**config.mk**
```make
export PLATFORM = sky130hd
export DESIGN_NAME = sys_ctrl_tx
export DESIGN_NICKNAME = d
export VERILOG_FILES = /design/src/rtl/sys_ctrl_pkg.sv /design/src/rtl/tx_result_slot.sv /design/src/rtl/sys_ctrl_tx.sv
export SDC_FILE = /design/constraint.sdc
export NUM_CORES = 1
export LEC_CHECK = 0
export BUFFER_PORTS_ARGS = -buffer_cell sky130_fd_sc_hd__buf_2
export CORE_MARGIN = 2
export CORE_UTILIZATION = 40
export CTS_CLUSTER_SIZE = 25
export DETAILED_ROUTE_END_ITERATION = 10
export GPL_TIMING_DRIVEN = 0
export PLACE_DENSITY = 0.6
export SYNTH_ARGS = -nofsm -noshare
export SYNTH_HDL_FRONTEND = slang
export SYNTH_HIERARCHICAL = 1
export SYNTH_SLANG_ARGS = --single-unit
```
**constraint.sdc**
```tcl
create_clock -name CLK -period 1.9 [get_ports CLK]
set_input_delay 0.19 -clock CLK [delete_from_list [all_inputs] [get_ports CLK]]
set_output_delay 0.19 -clock CLK [all_outputs]
set_load 0.1 [all_outputs]
```
**src/rtl/sys_ctrl_pkg.sv**
```systemverilog
// -----------------------------------------------------------------------------
// sys_ctrl_pkg
// Shared definitions for the system controller pair (receive and transmit
// sides).
//   - 3-bit encodings for the transmit controller FSM states
//   - command opcodes used on the receive side
//   - helper that identifies the states in which a byte is offered to the UART
// -----------------------------------------------------------------------------
package sys_ctrl_pkg;

   localparam logic [2:0] ST_IDLE        = 3'd0;
   localparam logic [2:0] ST_RF_SEND     = 3'd1;
   localparam logic [2:0] ST_RF_WAIT     = 3'd2;
   localparam logic [2:0] ST_ALU_LO_SEND = 3'd3;
   localparam logic [2:0] ST_ALU_LO_WAIT = 3'd4;
   localparam logic [2:0] ST_ALU_HI_SEND = 3'd5;
   localparam logic [2:0] ST_ALU_HI_WAIT = 3'd6;

   typedef enum logic [2:0] {
      IDLE        = ST_IDLE,
      RF_SEND     = ST_RF_SEND,
      RF_WAIT     = ST_RF_WAIT,
      ALU_LO_SEND = ST_ALU_LO_SEND,
      ALU_LO_WAIT = ST_ALU_LO_WAIT,
      ALU_HI_SEND = ST_ALU_HI_SEND,
      ALU_HI_WAIT = ST_ALU_HI_WAIT
   } tx_state_e;

   // Frame command opcodes, shared with the receive controller
   localparam logic [7:0] CMD_RF_WR       = 8'hAA;
   localparam logic [7:0] CMD_RF_RD       = 8'hBB;
   localparam logic [7:0] CMD_ALU_OP      = 8'hCC;
   localparam logic [7:0] CMD_ALU_NO_OP   = 8'hDD;

   // True in the states where a byte is presented on the TX interface
   function automatic logic is_send_state(input tx_state_e s);
      return (s == RF_SEND) || (s == ALU_LO_SEND) || (s == ALU_HI_SEND);
   endfunction

endpackage

```
**src/rtl/tx_result_slot.sv**
```systemverilog
// -----------------------------------------------------------------------------
// tx_result_slot
// One-entry holding slot for a result waiting to be transmitted.
// Ports:
//   clk          system clock, rising edge
//   rst_n        asynchronous active-low reset
//   capture      single-cycle strobe, data_in valid
//   data_in      result to store
//   release_slot the transmitter is finished with the stored result
//   full         slot holds a result
//   data_out     stored result
//   overrun      combinational: a strobe hit a full slot this cycle (dropped)
// -----------------------------------------------------------------------------
module tx_result_slot #(
   parameter int WIDTH = 8
) (
   input  logic             clk,
   input  logic             rst_n,
   input  logic             capture,
   input  logic [WIDTH-1:0] data_in,
   input  logic             release_slot,
   output logic             full,
   output logic [WIDTH-1:0] data_out,
   output logic             overrun
);

   // A release in the same cycle as a strobe frees room for the new
   // result, so the strobe is captured instead of being dropped.
   always_ff @(posedge clk or negedge rst_n) begin
      if (!rst_n) begin
         full     <= 1'b0;
         data_out <= '0;
      end else if (capture && (!full || release_slot)) begin
         full     <= 1'b1;
         data_out <= data_in;
      end else if (release_slot) begin
         full     <= 1'b0;
      end
   end

   // Dropped result: strobe while the slot is still occupied
   assign overrun = capture && full && !release_slot;

endmodule

```
**src/rtl/sys_ctrl_tx.sv**
```systemverilog
// -----------------------------------------------------------------------------
// sys_ctrl_tx
// Transmit-side system controller. Buffers one register-file read result and
// one ALU result, then serialises them as bytes into the UART transmitter
// (RF byte first; ALU low byte then high byte).
// Ports:
//   CLK            system clock, rising edge
//   RST            asynchronous active-low reset
//   RF_RdData      register-file read data
//   RF_RdData_VLD  single-cycle strobe for RF_RdData
//   ALU_OUT        ALU result (two bytes)
//   ALU_OUT_VLD    single-cycle strobe for ALU_OUT
//   TX_BUSY        UART transmitter busy
//   TX_P_DATA      byte offered to the UART (registered)
//   TX_D_VLD       TX_P_DATA valid, held until TX_BUSY is seen (registered)
//   CTRL_BUSY      work pending or transfer in progress (registered)
//   OVERRUN        one-cycle pulse when a result is dropped (registered)
// -----------------------------------------------------------------------------
module sys_ctrl_tx
   import sys_ctrl_pkg::*;
#(
   parameter int DATA_WIDTH = 8
) (
   input  logic                    CLK,
   input  logic                    RST,
   input  logic [DATA_WIDTH-1:0]   RF_RdData,
   input  logic                    RF_RdData_VLD,
   input  logic [2*DATA_WIDTH-1:0] ALU_OUT,
   input  logic                    ALU_OUT_VLD,
   input  logic                    TX_BUSY,
   output logic [DATA_WIDTH-1:0]   TX_P_DATA,
   output logic                    TX_D_VLD,
   output logic                    CTRL_BUSY,
   output logic                    OVERRUN
);

   tx_state_e               state;
   tx_state_e               next_state;

   logic                    rf_full;
   logic [DATA_WIDTH-1:0]   rf_data;
   logic                    rf_release;
   logic                    rf_overrun;

   logic                    alu_full;
   logic [2*DATA_WIDTH-1:0] alu_data;
   logic                    alu_release;
   logic                    alu_overrun;

   logic                    tx_vld_next;
   logic [DATA_WIDTH-1:0]   tx_data_next;

   tx_result_slot #(.WIDTH(DATA_WIDTH)) u_rf_slot (
      .clk          (CLK),
      .rst_n        (RST),
      .capture      (RF_RdData_VLD),
      .data_in      (RF_RdData),
      .release_slot (rf_release),
      .full         (rf_full),
      .data_out     (rf_data),
      .overrun      (rf_overrun)
   );

   tx_result_slot #(.WIDTH(2*DATA_WIDTH)) u_alu_slot (
      .clk          (CLK),
      .rst_n        (RST),
      .capture      (ALU_OUT_VLD),
      .data_in      (ALU_OUT),
      .release_slot (alu_release),
      .full         (alu_full),
      .data_out     (alu_data),
      .overrun      (alu_overrun)
   );

   // State register
   always_ff @(posedge CLK or negedge RST) begin
      if (!RST) begin
         state <= IDLE;
      end else begin
         state <= next_state;
      end
   end

   // Next-state logic and slot releases. The ALU slot is only released once
   // its high byte has been taken, so an ALU result can never be split by an
   // RF byte. Unknown encodings fall back to IDLE.
   always_comb begin
      next_state  = state;
      rf_release  = 1'b0;
      alu_release = 1'b0;
      case (state)
         IDLE: begin
            if (!TX_BUSY && rf_full) begin
               next_state = RF_SEND;
            end else if (!TX_BUSY && alu_full) begin
               next_state = ALU_LO_SEND;
            end
         end
         RF_SEND: begin
            if (TX_BUSY) begin
               rf_release = 1'b1;
               next_state = RF_WAIT;
            end
         end
         RF_WAIT: begin
            if (!TX_BUSY) next_state = IDLE;
         end
         ALU_LO_SEND: begin
            if (TX_BUSY) next_state = ALU_LO_WAIT;
         end
         ALU_LO_WAIT: begin
            if (!TX_BUSY) next_state = ALU_HI_SEND;
         end
         ALU_HI_SEND: begin
            if (TX_BUSY) begin
               alu_release = 1'b1;
               next_state  = ALU_HI_WAIT;
            end
         end
         ALU_HI_WAIT: begin
            if (!TX_BUSY) next_state = IDLE;
         end
         default: begin
            next_state = IDLE;
         end
      endcase
   end

   // The TX outputs are decoded from the next state so that, although
   // registered, they change on the same edge as the state does.
   always_comb begin
      tx_vld_next  = is_send_state(next_state);
      tx_data_next = '0;
      case (next_state)
         RF_SEND:     tx_data_next = rf_data;
         ALU_LO_SEND: tx_data_next = alu_data[DATA_WIDTH-1:0];
         ALU_HI_SEND: tx_data_next = alu_data[2*DATA_WIDTH-1:DATA_WIDTH];
         default:     tx_data_next = '0;
      endcase
   end

   // Registered outputs
   always_ff @(posedge CLK or negedge RST) begin
      if (!RST) begin
         TX_P_DATA <= '0;
         TX_D_VLD  <= 1'b0;
         CTRL_BUSY <= 1'b0;
         OVERRUN   <= 1'b0;
      end else begin
         TX_P_DATA <= tx_data_next;
         TX_D_VLD  <= tx_vld_next;
         CTRL_BUSY <= (state != IDLE) || rf_full || alu_full;
         OVERRUN   <= rf_overrun || alu_overrun;
      end
   end

endmodule

```
==> flow_metrics.tcl, run 1 <==
set metrics [dict create \
    outcome "complete, no violations" \
    synth_xor_area_share_pct 0.501 \
    cellPowerDensity_mw_per_mm2 1750 \
    worst_pin_slew_ns 0.854 \
    clk_latency_ns 0.29 \
    overflow 0 \
    antenna_cells 0 \
    clk_path_buf_depth 2 \
    firstDrtPassIters 2 \
    synth.distinct_cells 27 \
    synth-seq-cells 40 \
    synthAdderAreaFrac_pct 0 \
    h-tree-depth 2 \
    netlist_instances 117 \
    critPathCaptureType "register" \
    finalNonFillerCells 215 \
    worst_ir_drop_vdd_uv 607 \
    critical_path.top_delay_family "flip-flops" \
    cts_resized 0 \
    met2_length_mm 1.51 \
    drive_gt1_share_pct 56.4 \
    die_y_um 70.1 \
    cts_hold_buf 0 \
    wl_met3_um 123 \
    nets 191 \
    required_ns 2.07 \
    synthesis.area_mm2 0.00175 \
    cp_num_buf_inv 2 \
    period_needed_ns 1.73 \
    core_mm2 0.00429 \
    max-slew-margin-rel_pct 42.6 \
    ys.flop_type "dfrtp_1" \
    dr.max_layer_used "met4" \
    grt_max_degree 41 \
    drt-met1-wl_mm 1.44 \
    place_area_mm2 0.00201 \
    port_buffers 38 \
    antenna_found_initial 0 \
    slew_violations 0 \
    skew_ns 0.0143 \
    first_global_vias 1145 \
    dieArea_mm2 0.00492 \
    fin_tns_setup_ns 0 \
    grt_pass1_wl_mm 5.40 \
    slowest_delay_ns 0.50 \
    finalWirelength_mm 3.15 \
    cts_root_buf "clkbuf_8" \
    row_count 24 \
    clock.fmax_mhz 579 \
    cts_tree "yes" \
    clkSinkCount 40 \
    synth_compound_area_share_pct 7.80 \
    worst_path_max_delay_cell "dfrtp_1" \
    yosysSeqAreaShare_pct 57.2 \
    clk_pin_slew_ns 0.08 \
    syn_nets 146 \
    synth_top_family_by_area "multiplexers" \
    synth_edf_count 0 \
    async_reset_ff_share_pct 100 \
    maxCapViolCount 0 \
    final_cell_area_mm2 0.00211 \
    cp_cell_sequence "inv_1 > nor3_1 > nand2b_4 > nand2_4 > buf_12 > mux2_4" \
    yosys_warnings 6 \
    dp_hpwl_mm 2.19 \
    area_growth_pct 20.9 \
    path_max_fanout 10 \
    rsz0062_at_grt "false" \
    ios 40 \
    ant_nets 0 \
    viasPerCell 4.94 \
    first_iter_violations 29 \
    min_path_type "in -> async" \
    period_share_pct 90.9 \
    dp_cells 207 \
    grt_util_all_layers_pct 14.5 \
    routabilityCongestion 0.746 \
    synth.area.mux_share_pct 19.9 \
    avgRoutedWirePerCell_um 14.6 \
    crit_path_start_kind "register" \
    drcViolationCount 0 \
    worstPathArrival_ns 1.90 \
    chipWidth_um 70.1 \
    start_util_pct 40.7 \
    cts_buffers 5 \
    hold_violations 0 \
    setup_violations 0 \
    yosys.area_share.simple_pct 11.0 \
    critical_path_class "reg -> reg" \
    vias 1062 \
    p_leak_nw 1.08 \
    syn_area_per_cell_um2 15.0 \
]
[placed cells by master (no fill, tap or decap), drive strengths merged, types with 3 or more instances in the layout]
cell type	count
a221o	8
mux2	24
nand2	6
nor3	4
dfrtp	40
and2	8
clkbuf	5
buf	43
clkinv	3
inv	4
nor2	5
[final cells by class]
cell class	count	area, um2
clock inverters	3	18.8
plain buffers	4	43.8
well taps	52	65.1
multi-input cells	68	692
repair buffers	39	210
clock buffers	5	68.8
fillers	398	2180
inverters	4	15.0
flip-flops and latches	40	1000
[power breakdown]
| group | switching [mW] | total (mW) | internal, mW |
|---|---|---|---|
| logic | 1.07 | 1.72 | 0.651 |
| registers | 0.206 | 1.44 | 1.23 |
| clock network | 0.291 | 0.547 | 0.256 |
| total | 1.56 | 3.70 | 2.14 |
[path summary, 6_finish.rpt]
path / from / end / slack [ns] / cells after the start
worst max-delay path: state[2] / u_alu_slot/data_out[2] / 0.17 / 6
worst min-delay path: RST / u_rf_slot/data_out[0] / 0.004 / 1
worst max register to register: state[2] / u_alu_slot/data_out[2] / 0.17 / 6
worst min register to register: u_alu_slot/data_out[9] / u_alu_slot/data_out[9] / 0.50 / 1
max in group asynchronous: RST / u_alu_slot/data_out[11] / 1.36 / 1
min in group CLK: ALU_OUT[6] / u_alu_slot/data_out[6] / 0.12 / 2
[per-stage QoR]
| step | util [%] | setup slack [ns] | total power [mW] | hold slack [ns] |
|---|---|---|---|---|
| global route | 49.2 | 0.0393 | 3.90 | 0.0736 |
| CTS | 48.9 | 0.00754 | 3.74 | 0.0303 |
| floorplan | - | 0.247 | 2.86 | -0.106 |
| global placement | 46.7 | -0.233 | 3.13 | 0.342 |
| finish | 49.2 | 0.173 | 3.70 | 0.00411 |
| detailed placement | 46.8 | 0.0329 | 3.17 | 0.357 |
[synthesized netlist by cell type (2+ instances only)]
cell	n	share of area, %
dfrtp_1	40	57
mux2_4	18	15
a221o_2	8	5.2
and2_1	8	2.9
mux2_2	6	3.9
nor2_1	5	1.1
inv_1	4	0.86
nand2_1	4	0.86
nor3_1	4	1.1
nand2_4	2	1.3
nand2b_4	2	1.6
[cells by family after synthesis]
family	count (synthesis)
flip-flops	40
AO/OA/AOI/OAI	12
multiplexers	25
XOR/XNOR	1
AND/OR/NAND/NOR	30
buffers and inverters	9
[flip-flops by register name (all words and copies together) (netlist names)]
name / cells
CTRL_BUSY: 1
OVERRUN: 1
TX_D_VLD: 1
TX_P_DATA: 8
state: 3
u_alu_slot/data_out: 16
u_alu_slot/full: 1
u_rf_slot/data_out: 8
u_rf_slot/full: 1
[what timing repair did]
| item | in CTS | in global routing |
|---|---|---|
| hold endpoints to repair | 0 | 0 |
| setup endpoints to repair | 0 | 18 |
| setup buffers | 0 | 1 |
[metal layers]
layer / global-route usage [%] / up-vias
met3: 4.47 / 6
li1: - / 503
met4: 7.69 / 0
met1: 18.0 / 528
met5: 0 / -
met2: 22.5 / 25
Note: power is estimated with default switching activity, not from simulation.
==> run 2: changes to the inputs <==
Settings changed: ABC_AREA set to 1.
==> flow_metrics.tcl, run 2 <==
set metrics [dict create \
    outcome "finished with violations" \
    violations "hold timing" \
    antenna_cells 0 \
    combPwrFrac_pct 41.9 \
    synth_area_leader_cell "dfrtp_1" \
    cts_root_buf "clkbuf_8" \
    dieArea_mm2 0.00514 \
    largest_register "u_alu_slot/data_out" \
    synth_compound_area_share_pct 0 \
    slew_violations 0 \
    avgRoutedWirePerCell_um 12.7 \
    rsz0062_at_grt "false" \
    ios 40 \
    clk_latency_ns 0.29 \
    seqPwrFrac_pct 40.5 \
    fin_tns_setup_ns 0 \
    die_y_um 71.7 \
    reg2reg_slack_ns 0.20 \
    synth.area.mux_share_pct 0 \
    clkSinkCount 40 \
    synth_xor_area_share_pct 0 \
    routabilityCongestion 0.774 \
    cts_tree "yes" \
    syn_nets 227 \
    cp_cell_sequence "inv_2 > nor4_1 > inv_1 > nand2_4 > buf_4 > nor2_1 > or2_2" \
    h-tree-depth 2 \
    first_iter_violations 78 \
    final_common_cell "nand2_1" \
    seqCellArea_mm2 0.00100 \
    synthAdderAreaFrac_pct 0 \
    finish.utilization_pct 49.8 \
    syn_area_per_cell_um2 9.26 \
    slowest_delay_ns 0.41 \
    path_max_fanout 10 \
    grt_util_all_layers_pct 16.3 \
    start_util_pct 41.8 \
    synthTopCellsByArea "dfrtp_1 (55%), nand2_1 (15%), nand3_1 (7.9%), nand3_2 (4.9%), nand2_4 (4.3%)" \
    drt-met1-wl_mm 1.76 \
    met2_length_mm 1.80 \
    synth.distinct_cells 18 \
    cellPowerDensity_mw_per_mm2 1560 \
    p_sw_share_pct 46.5 \
    largest_reg_flops 16 \
    yosysSeqAreaShare_pct 54.6 \
    netlist_top_cells_count "nand2_1 (73), dfrtp_1 (40), nand3_1 (29)" \
    hold_violations 3 \
    yosys_warnings 6 \
    synth-seq-cells 40 \
    cts_buffers 5 \
    setup_violations 0 \
    port_buffers 37 \
    viasPerCell 4.74 \
    row_count 24 \
    clk_path_buf_depth 2 \
    top_regs "u_alu_slot/data_out: 16 flops, TX_P_DATA: 8 flops, u_rf_slot/data_out: 8 flops" \
    overflow 0 \
    maxCapViolCount 0 \
    cts_hold_buf 0 \
    layout_common_cells "nand2_1 (73), dfrtp_1 (40), buf_2 (37)" \
    required_ns 2.07 \
    hold_ws_ns -0.00368 \
    synth_edf_count 0 \
    firstDrtPassIters 4 \
    worst_path_max_delay_cell "dfrtp_1" \
    max-slew-margin-rel_pct 43.6 \
    netlist_instances 198 \
    reg2reg_from "state[0]" \
    nFillCells 437 \
    first_global_vias 1320 \
    critPathCaptureType "register" \
    dp_hpwl_mm 2.72 \
    synthesis.area_mm2 0.00183 \
    antenna_found_initial 0 \
    nets 271 \
    cts_resized 0 \
    synth_top_area_share_pct 54.6 \
    grt_pass1_wl_mm 6.43 \
    drive_gt1_share_pct 31.7 \
    min_path_type "in -> async" \
    vias 1399 \
    skew_ns 0.00815 \
    period_needed_ns 1.70 \
    core_mm2 0.00438 \
    chipWidth_um 71.7 \
    power_frac_clock_pct 17.6 \
    synthMostInstantiatedCell "nand2_1" \
    clk_pin_slew_ns 0.08 \
    yosys.area_share.simple_pct 39.4 \
    period_share_pct 89.4 \
    finalWirelength_mm 3.75 \
    drcViolationCount 0 \
    critical_path_class "reg -> reg" \
    multiInputGateArea_um2 723 \
    clock.fmax_mhz 588 \
    rr_endpoint "OVERRUN" \
    area_growth_pct 19.0 \
    power.switching_mw 1.59 \
    grt_max_degree 41 \
    rr_worst_depth 7 \
    power.internal_mw 1.82 \
    wl_met3_um 170 \
    synth_top_family_by_area "simple AND/OR/NAND/NOR gates" \
    crit_path_start_kind "register" \
    worst_ir_drop_vdd_uv 419 \
    dr.max_layer_used "met4" \
    async_reset_ff_share_pct 100 \
    ys.flop_type "dfrtp_1" \
    p_leak_nw 1.18 \
    worstPathArrival_ns 1.87 \
    postCtsSetupBuffers 0 \
    worst_pin_slew_ns 0.846 \
    ant_nets 0 \
]
run 2: changes by cell type after synthesis, sizes merged, moves of 7 or more:
cell / delta
mux2: -24
a221o: -8
nand2: +76
nand3: +37
and2: -8
nand4: +8
inv: +7
run 2: cells by family after synthesis:
| group | after synthesis |
|---|---|
| buf+inv | 18 |
| simple gates | 140 |
| flops | 40 |
run 2: area by class of cell:
class / count / share of cell area (%)
flip-flops and latches: 40 / 45.9
multi-input cells: 140 / 33.1
repair buffers: 37 / 8.49
clock buffers: 6 / 3.78
plain buffers: 6 / 2.98
well taps: 52 / 2.98
inverters: 12 / 2.06
clock inverters: 2 / 0.688
run 2: worst max path at each step:
stage / from / to / slack (ns) / depth (start not counted)
after floorplan: state[0] / OVERRUN / 0.41 / 7
after global placement: state[0] / OVERRUN / 0.21 / 7
after detailed placement: state[0] / OVERRUN / 0.23 / 7
after CTS: state[0] / OVERRUN / 0.21 / 7
after global routing: state[0] / OVERRUN / 0.09 / 7
final: state[0] / OVERRUN / 0.20 / 7
run 2: power groups by stage:
| stage | registers [mW] | clock network (mW) | logic [mW] |
|---|---|---|---|
| 2_1_floorplan | 1.92 | 0 | 0.610 |
| 3_3_place_gp | 1.39 | 0 | 1.43 |
| 3_5_place_dp | 1.40 | 0 | 1.44 |
| 4_1_cts | 1.38 | 0.612 | 1.44 |
| 5_1_grt | 1.43 | 0.641 | 1.57 |
| 6_report | 1.38 | 0.599 | 1.43 |
run 2: critical path: cells and delay by family (launching register included):
family | cells | cell delay, ns
buffers and inverters | 3 | 0.40
AND/OR/NAND/NOR | 4 | 0.76
flip-flops | 1 | 0.41
run 2: routing by layer:
metal | GRT usage (%) | vias up
met1 | 23.0 | 631
li1 | - | 730
met2 | 25.1 | 36
met5 | 0 | -
met3 | 2.95 | 2
met4 | 6.29 | 0
run 2: stage by stage:
stage	setup WS [ns]	instance area (um2)	cells	power, mW	hold WS, ns
6_report	0.201	2180	295	3.41	-0.00368
5_1_grt	0.0913	2180	295	3.64	0.0968
2_1_floorplan	0.406	1830	198	2.53	-0.106
3_5_place_dp	0.228	2080	287	2.84	0.358
3_3_place_gp	0.214	2080	287	2.82	0.361
4_1_cts	0.209	2180	295	3.44	0.0383
